### src/rtl/row_stack_pkg.sv
// Shared board constants and line-clear FSM encodings for the playfield row bank.
package row_stack_pkg;

  localparam int BOARD_WIDTH = 10;
  localparam int BOARD_DEPTH = 20;

  typedef enum logic [1:0] {
    IDLE = 2'd0,
    SCAN = 2'd1,
    DONE = 2'd2
  } state_e;

endpackage

### src/rtl/row_stack_regn.sv
// WIDTH-bit register with load enable and asynchronous active-high clear.
module regn #(
  parameter int W = 10
) (
  input  logic         clk,
  input  logic         rst,
  input  logic         en,
  input  logic [W-1:0] d,
  output logic [W-1:0] q
);

  logic [W-1:0] q_q;

  // Load on enable; clear immediately on reset.
  always_ff @(posedge clk or posedge rst) begin
    if (rst)     q_q <= '0;
    else if (en) q_q <= d;
  end

  assign q = q_q;

endmodule

### src/rtl/row_stack.sv
// Playfield row bank: single-row write, combinational read, and a multi-cycle
// line-clear engine that drops full rows and collapses the stack downward.
module row_stack
  import row_stack_pkg::*;
#(
  parameter int WIDTH = BOARD_WIDTH,
  parameter int DEPTH = BOARD_DEPTH,
  parameter int AW    = $clog2(DEPTH),
  parameter int CW    = $clog2(DEPTH + 1)
) (
  input  logic             clk,
  input  logic             reset,
  input  logic             wrEnabled,
  input  logic [AW-1:0]    wrAddr,
  input  logic [WIDTH-1:0] wrData,
  input  logic [AW-1:0]    rdAddr,
  output logic [WIDTH-1:0] rdData,
  input  logic             clearStart,
  output logic             busy,
  output logic             done,
  output logic [CW-1:0]    clearedCount
);

  localparam logic [AW-1:0] LAST_IDX = AW'(DEPTH - 1);

  state_e               state_q;
  logic [AW-1:0]        idx_q;
  logic [CW-1:0]        cnt_q;
  logic                 busy_q;
  logic                 done_q;

  logic [DEPTH-1:0][WIDTH-1:0] row_q;
  logic [DEPTH-1:0][WIDTH-1:0] row_d;
  logic [DEPTH-1:0]            row_en;

  logic [WIDTH-1:0] scan_row;
  logic             row_full;
  logic             shift_en;
  logic             wr_ok;

  // Writes are only honoured while idle; a busy pass drops them.
  assign wr_ok    = (state_q == IDLE) && wrEnabled;
  assign shift_en = (state_q == SCAN) && row_full;

  // Per-row next-value select: write, shift-down from above, or zero at the top.
  for (genvar i = 0; i < DEPTH; i++) begin : g_row
    logic wr_hit;
    logic sh_hit;
    assign wr_hit = wr_ok && (wrAddr == AW'(i));
    assign sh_hit = shift_en && (AW'(i) >= idx_q);

    if (i == DEPTH - 1) begin : g_top
      assign row_d[i] = sh_hit ? '0 : wrData;
    end else begin : g_mid
      assign row_d[i] = sh_hit ? row_q[i+1] : wrData;
    end

    assign row_en[i] = wr_hit || sh_hit;

    regn #(.W(WIDTH)) u_row (
      .clk (clk),
      .rst (reset),
      .en  (row_en[i]),
      .d   (row_d[i]),
      .q   (row_q[i])
    );
  end

  // Read mux; addresses past the top of the board read as empty.
  always_comb begin
    rdData = '0;
    for (int i = 0; i < DEPTH; i++)
      if (rdAddr == AW'(i)) rdData = row_q[i];
  end

  // Full-row detect on the row currently under the scan index.
  always_comb begin
    scan_row = '0;
    for (int i = 0; i < DEPTH; i++)
      if (idx_q == AW'(i)) scan_row = row_q[i];
  end
  assign row_full = &scan_row;

  // Line-clear FSM: index stays put after a collapse so the row that slid
  // down into this slot gets checked on the next cycle.
  always_ff @(posedge clk or posedge reset) begin
    if (reset) begin
      state_q <= IDLE;
      idx_q   <= '0;
      cnt_q   <= '0;
      busy_q  <= 1'b0;
      done_q  <= 1'b0;
    end else begin
      case (state_q)
        IDLE: begin
          if (clearStart) begin
            state_q <= SCAN;
            idx_q   <= '0;
            cnt_q   <= '0;
            busy_q  <= 1'b1;
          end
        end
        SCAN: begin
          if (row_full) begin
            cnt_q <= cnt_q + CW'(1);
          end else if (idx_q == LAST_IDX) begin
            state_q <= DONE;
            done_q  <= 1'b1;
          end else begin
            idx_q <= idx_q + AW'(1);
          end
        end
        DONE: begin
          state_q <= IDLE;
          busy_q  <= 1'b0;
          done_q  <= 1'b0;
        end
        default: begin
          state_q <= IDLE;
          busy_q  <= 1'b0;
          done_q  <= 1'b0;
        end
      endcase
    end
  end

  assign busy         = busy_q;
  assign done         = done_q;
  assign clearedCount = cnt_q;

endmodule

### config.mk
export PLATFORM = sky130hd
export DESIGN_NAME = row_stack
export DESIGN_NICKNAME = d
export VERILOG_FILES = /design/src/rtl/row_stack_pkg.sv /design/src/rtl/row_stack_regn.sv /design/src/rtl/row_stack.sv
export SDC_FILE = /design/constraint.sdc
export NUM_CORES = 1
export LEC_CHECK = 0
export BUFFER_PORTS_ARGS = -buffer_cell sky130_fd_sc_hd__buf_2
export CELL_PAD_IN_SITES_DETAIL_PLACEMENT = 0
export CELL_PAD_IN_SITES_GLOBAL_PLACEMENT = 1
export CORE_ASPECT_RATIO = 0.5
export CORE_UTILIZATION = 40
export CTS_CLUSTER_SIZE = 16
export DETAILED_ROUTE_END_ITERATION = 12
export GPL_ROUTABILITY_DRIVEN = 0
export PLACE_DENSITY_LB_ADDON = 0.1
export SLEW_MARGIN = 40
export SYNTH_ARGS = -nofsm -noshare
export SYNTH_HDL_FRONTEND = slang
export SYNTH_SLANG_ARGS = --single-unit
### constraint.sdc
create_clock -name clk -period 11.41 [get_ports clk]
set_clock_uncertainty 0.05 [all_clocks]
set_input_delay 0.5705 -clock clk [delete_from_list [all_inputs] [get_ports clk]]
set_output_delay 0.5705 -clock clk [all_outputs]
set_load 0.005 [all_outputs]
---- After elaboration in Yosys (flattened, before gate mapping) ----
Index checks and enable logic that the tools add are counted.
operators by class
  add/subtract/negate cells ............... 2
  magnitude comparators ................... 20
  equal/unequal tests ..................... 63
  muxes and demuxes ....................... 75
  bitwise gates (word level) .............. 2
  reductions and logical operators ........ 73
operator list
  kind                                                 count
  2-to-1 mux 10 bit                                    60
  == test 5 x 4 -> 1 bit (second input constant)       24
  == test 5 x 3 -> 1 bit (second input constant)       12
  == test 5 bit (second input constant)                12
  logical AND 1 bit                                    42
  >= comparator 4 x 5 -> 1 bit (first input constant)  8
  == test 5 x 2 -> 1 bit (second input constant)       6
  >= comparator 3 x 5 -> 1 bit (first input constant)  4
  >= comparator 5 bit (first input constant)           4
  logical OR 1 bit                                     20
  2-to-1 mux 5 bit                                     4
  one-hot mux 5 bit (2 select lines)                   2
  == test 5 x 1 -> 1 bit (second input constant)       3
  zero test 5 bit                                      3
  adder 5 x 1 -> 5 bit (second input constant)         2
  >= comparator 1 x 5 -> 1 bit (first input constant)  2
  >= comparator 2 x 5 -> 1 bit (first input constant)  2
  AND reduction 10 bit                                 1
  AND reduction 3 bit                                  3
  != test 2 bit (second input constant)                4
  2-to-1 mux 2 bit                                     3
  one-hot mux 1 bit (2 select lines)                   2
  one-hot mux 2 bit (2 select lines)                   1
  AND reduction 4 bit                                  1
  7 further kinds                                      10
storage, ports and cells
  flip-flop bits (word level) ............. 214
  input bits .............................. 24
  output and inout port bits .............. 17
  word-level logic and storage cells ...... 260

---- Logic depth before layout (Yosys ltp) ----
  depth after elaboration ................. 25
  mapped depth ............................ 19
  mapped depth without buffers ............ 11

---- By module ----
A second synthesis with hierarchy kept.
unflattened totals
  cells, all modules ...................... 1,491
  area total of the unflattened synthesis .. 16,363.2 um^2
by module, submodules not included
  module     times used  cells an instance  area each (um^2)  sequential area each (um^2)
  regn       20          22                 415.4             250.2
  row_stack  1           1,051              8,055.2           350.3

---- Worst setup path after synthesis ----
No wires, ideal clock.
  kind .................................... flip-flop to flip-flop
  start ................................... reg idx_q[0]
  end ..................................... reg g_row[16].u_row.q_q[0]
  setup time .............................. 126 ps
  arrival ................................. 3,738 ps
  path slack .............................. 7,496 ps
  cell stages (with the launch flop) ...... 16
  buffers on the path ..................... 4
  period minus slack after synthesis ...... 3,914 ps
  cells stage by stage .................... dfrtp_1 buf_2 clkbuf_1 inv_1 ha_1 buf_2 nor2b_1 a2111o_1 a22oi_1 a211oi_1 o41ai_2 nand3_1 or4b_1 o221a_1 buf_6 a221o_1
between the ends
  cells in the longest elaborated chain, start to end .. 25
  elaborated cells on any way between the ends .. 46
  classes of those cells .................. order compare (1); eq/ne (19); mux (21); reduce/logical (5)
RTL lines
  item                                                   RTL line                          RTL
  start: declaration                                     row_stack.sv:27                   logic [AW-1:0] idx_q;
  start signal: assignment                               row_stack.sv:110                  idx_q <= idx_q + AW'(1);
  zero test 5 bit                                        row_stack.sv:80                   if (idx_q == AW'(i)) scan_row = row_q[i];
  2-to-1 mux 10 bit (20 in series)                       row_stack.sv:80
  AND reduction 10 bit                                   row_stack.sv:82                   assign row_full = &scan_row;
  logical AND 1 bit                                      row_stack.sv:43                   assign shift_en = (state_q == SCAN) && row_full;
  logical AND 1 bit (*)                                  row_stack.sv:50                   assign sh_hit = shift_en && (AW'(i) >= idx_q);
  2-to-1 mux 10 bit or logical OR 1 bit (tied branches)  row_stack.sv:55, row_stack.sv:58
  end signal: assignment                                 row_stack_regn.sv:16              if (rst) q_q <= '0;
  end signal: assignment                                 row_stack_regn.sv:17              else if (en) q_q <= d;
  end: declaration                                       row_stack_regn.sv:12              logic [W-1:0] q_q;
Mark *: on every way between the ends. The rest lies on a longest branch, timed or not.
A chain may end at the register's enable or synchronous reset.

---- Worst setup path in the final report ----
  start ................................... reg idx_q[0]
  end ..................................... reg g_row[16].u_row.q_q[5]
The elaborated chain is that of the path after synthesis.

==> qor.yml <==
status:
  status: "completed"
timing:
  period_share: 0.4805
  relSlewSlack: 0.3278
  max_slew.worst_pin.slew_ns: 0.9829
  final-max-slew-violation-count: 0
  final_hold_viol_count: 0
  setup_slack_ns: 5.927
  fmax_mhz: 182.4
  hold_ws_ns: 0.05819
  setup_viol: 0
  setup-tns-final_ns: 0
  fin_crit_ns: 5.483
  rsz0062_at_grt: "no"
synthesis:
  yosys.area_share.simple: 0.1878
  synthAdderAreaFrac: 0.003469
  synth_area_sq_um: 14430
  synth_xor_xnor_area_share: 0.0006071
  ys_async_sr_fraction: 1.000
  ys_ff_latch: 214
  seq_area_frac_synth: 0.3712
  synth_cell_types: 99
  synth_top_family_by_area: "compound AO/OA/AOI/OAI gates"
  synth_warnings: 0
  synth_mux_area_frac: 0.06738
  synthCells: 1612
  synth-compound-area-share: 0.3081
  yosys_most_used_dff: "dfrtp_1"
  synth_edf_count: 0
  syn_nets: 1640
  syn_area_per_cell_sq_um: 8.950
critical_path:
  critPathMaxStageDelay_ns: 0.86
  r2r-start: "idx_q[0]"
  end_kind: "flop"
  cp_data_arrival_time_ns: 5.87
  crit_start: "idx_q[0]"
  critPathKind: "flop to flop"
  crit_chain: "inv_1, ha_1, buf_4, inv_1, a2bb2oi_1, a311oi_1, a2111oi_0, a21boi_0, o221ai_2, or4b_1, o221a_1, a221o_1"
  cp_slowest_cell: "or4b_1"
  crit_top_cell: "inv_1"
  worstSetupStartpointType: "flop"
  required_ns: 11.80
  crit_fanout: 27
power_and_ir_drop:
  power_switching_mw: 1.542
  p_clk_frac: 0.220
  pwr-share-comb: 0.416
  cellLeakagePower_nw: 6.580
  intPower_mw: 1.710
  p_seq_frac: 0.364
  power_mw: 3.252
  ir_drop_mv: 0.1150
  p_sw_frac: 0.4741
  power.density_nw_per_um2: 209.3
clock_network:
  cts_buffer_depth: 3
  ctsResizeCount: 0
  insertion_delay_ns: 0.56
  clk_pin_slew_ns: 0.07
  numCtsBuffers: 22
  htreeDepth: 1
  tritoncts: "built"
  cts_setup_buffers: 0
  clockRootBuffer: "clkbuf_16"
  postCtsHoldBufs: 0
  clock-sinks: 214
global_routing:
  grt_max_degree: 87
  antenna_found_initial: 1
  overflow: 0
  grt_pass1_vias: 13873
  grt_pass1_wl_mm: 98.81
  grt_use_total: 0.3643
layout:
  layout_commonest_cell: "dfrtp_1"
  layout_common_cells: "dfrtp_1 (214), nand2_1 (146), nor2_1 (104)"
  final_cells: 2056
  drive_gt1_frac: 0.1089
  final_util: 0.4437
  fin_area_sq_um: 15540
  synthToLayoutAreaGrowth_pct: 7.684
  nets: 1593
routing:
  routedWlPerCell_microns: 33.04
  via_per_inst: 7.380
  wl_mm: 67.93
  remaining_drc_errors: 0
  drtIter0Drc: 2841
  ant_nets: 0
  drt_pass1_iterations: 9
  dr_total_vias: 15173
floorplanning:
  die_y_microns: 136.3
  fp.dieArea_sq_um: 36880
  core-area_sq_um: 35010
  start_util: 0.4121
  row_count: 48
  ios: 41
  dieWidth_microns: 270.6
place:
  pre_cts_ws_ns: 5.567
  io_buffer_count: 40
  dpl_cell_area_sq_um: 14810
  dp.cells: 2015
  dp_hpwl_mm: 49.23
hold_path:
  hold_path_class: "input port to async pin"
run:
  maxCapViolations: 0
## cells by family after synthesis
group                    Yosys count
adder cells (fa/ha/maj)            4
buffers and inverters            202
AND/OR/NAND/NOR                  520
flip-flops                       214
XOR/XNOR                           1
AO/OA/AOI/OAI                    587
multiplexers                      84
## synthesized netlist by cell type (13+ instances only)
cell	number	area [sq um]
a211oi_1	16	120.1
a21o_1	38	285.3
a21oi_1	59	295.3
a221o_1	48	480.5
a22oi_1	21	157.7
a31oi_1	25	156.4
a32o_1	35	350.3
a32oi_1	64	560.5
and2_1	14	87.58
and3_1	24	150.1
buf_2	33	165.2
clkbuf_1	82	307.8
dfrtp_1	214	5355
inv_1	65	244.0
mux2i_1	60	600.6
nand2_1	146	548.0
nand2b_1	15	93.84
nand3_1	37	185.2
nand4_1	40	250.2
nor2_1	108	405.4
nor2b_1	13	81.33
nor3_1	42	210.2
nor4_1	14	87.58
o211ai_1	30	225.2
o21ai_0	104	520.5
o22ai_1	13	81.33
## power groups by stage
stage                     clock network (mW)  registers, mW  logic [mW]
after floorplan                            0           1.02       0.931
after global placement                     0           1.17        1.27
after detailed placement                   0           1.17        1.28
after CTS                              0.723           1.16        1.28
after global routing                   0.748           1.18        1.41
final                                  0.715           1.18        1.35
## state kept, by name, indices dropped and copies added (netlist names)
signal / cells
idx_q: 5
state_q: 2
busy: 1
g_row.u_row.q: 200
clearedCount: 5
done: 1
## routing by layer
| metal | global-route usage | share of wire | vias to the layer above |
|---|---|---|---|
| li1 | - | - | 6211 |
| met1 | 0.5402 | 0.43 | 7622 |
| met2 | 0.4880 | 0.38 | 1147 |
| met3 | 0.1337 | 0.15 | 193 |
| met4 | 0.09228 | 0.034 | 0 |
| met5 | 0 | 0 | - |
## cell type report
| type | count | area (sq um) |
|---|---|---|
| tap | 475 | 594.3 |
| sequential | 214 | 5355 |
| timing repair buffer | 66 | 406.6 |
| multi-input combinational | 1196 | 8249 |
| fill | 3464 | 19480 |
| clock inverter | 8 | 62.56 |
| inverter | 65 | 251.5 |
| clock buffer | 31 | 614.3 |
| antenna | 1 | 2.502 |
## path summary, 6_finish.rpt
kind                                   endpoint  slack [ns]  depth (start not counted)
setup / recovery           g_row[16].u_row.q[5]        5.93                         12
hold / removal              g_row[1].u_row.q[1]        0.06                          2
setup reg to reg           g_row[16].u_row.q[5]        5.93                         12
hold reg to reg                            done        0.46                          2
max in group asynchronous  g_row[15].u_row.q[2]       10.15                          3
min in group clk                           done        0.46                          2
## critical path: cells and delay by family, from the launching register on
kind / cells / cell delay, ns
flip-flops: 1 / 0.76
AO/OA/AOI/OAI: 7 / 2.26
buffers and inverters: 3 / 0.99
AND/OR/NAND/NOR: 1 / 0.86
adder cells (fa/ha/maj): 1 / 0.44
No activity file was read; power rests on OpenSTA's default activity.
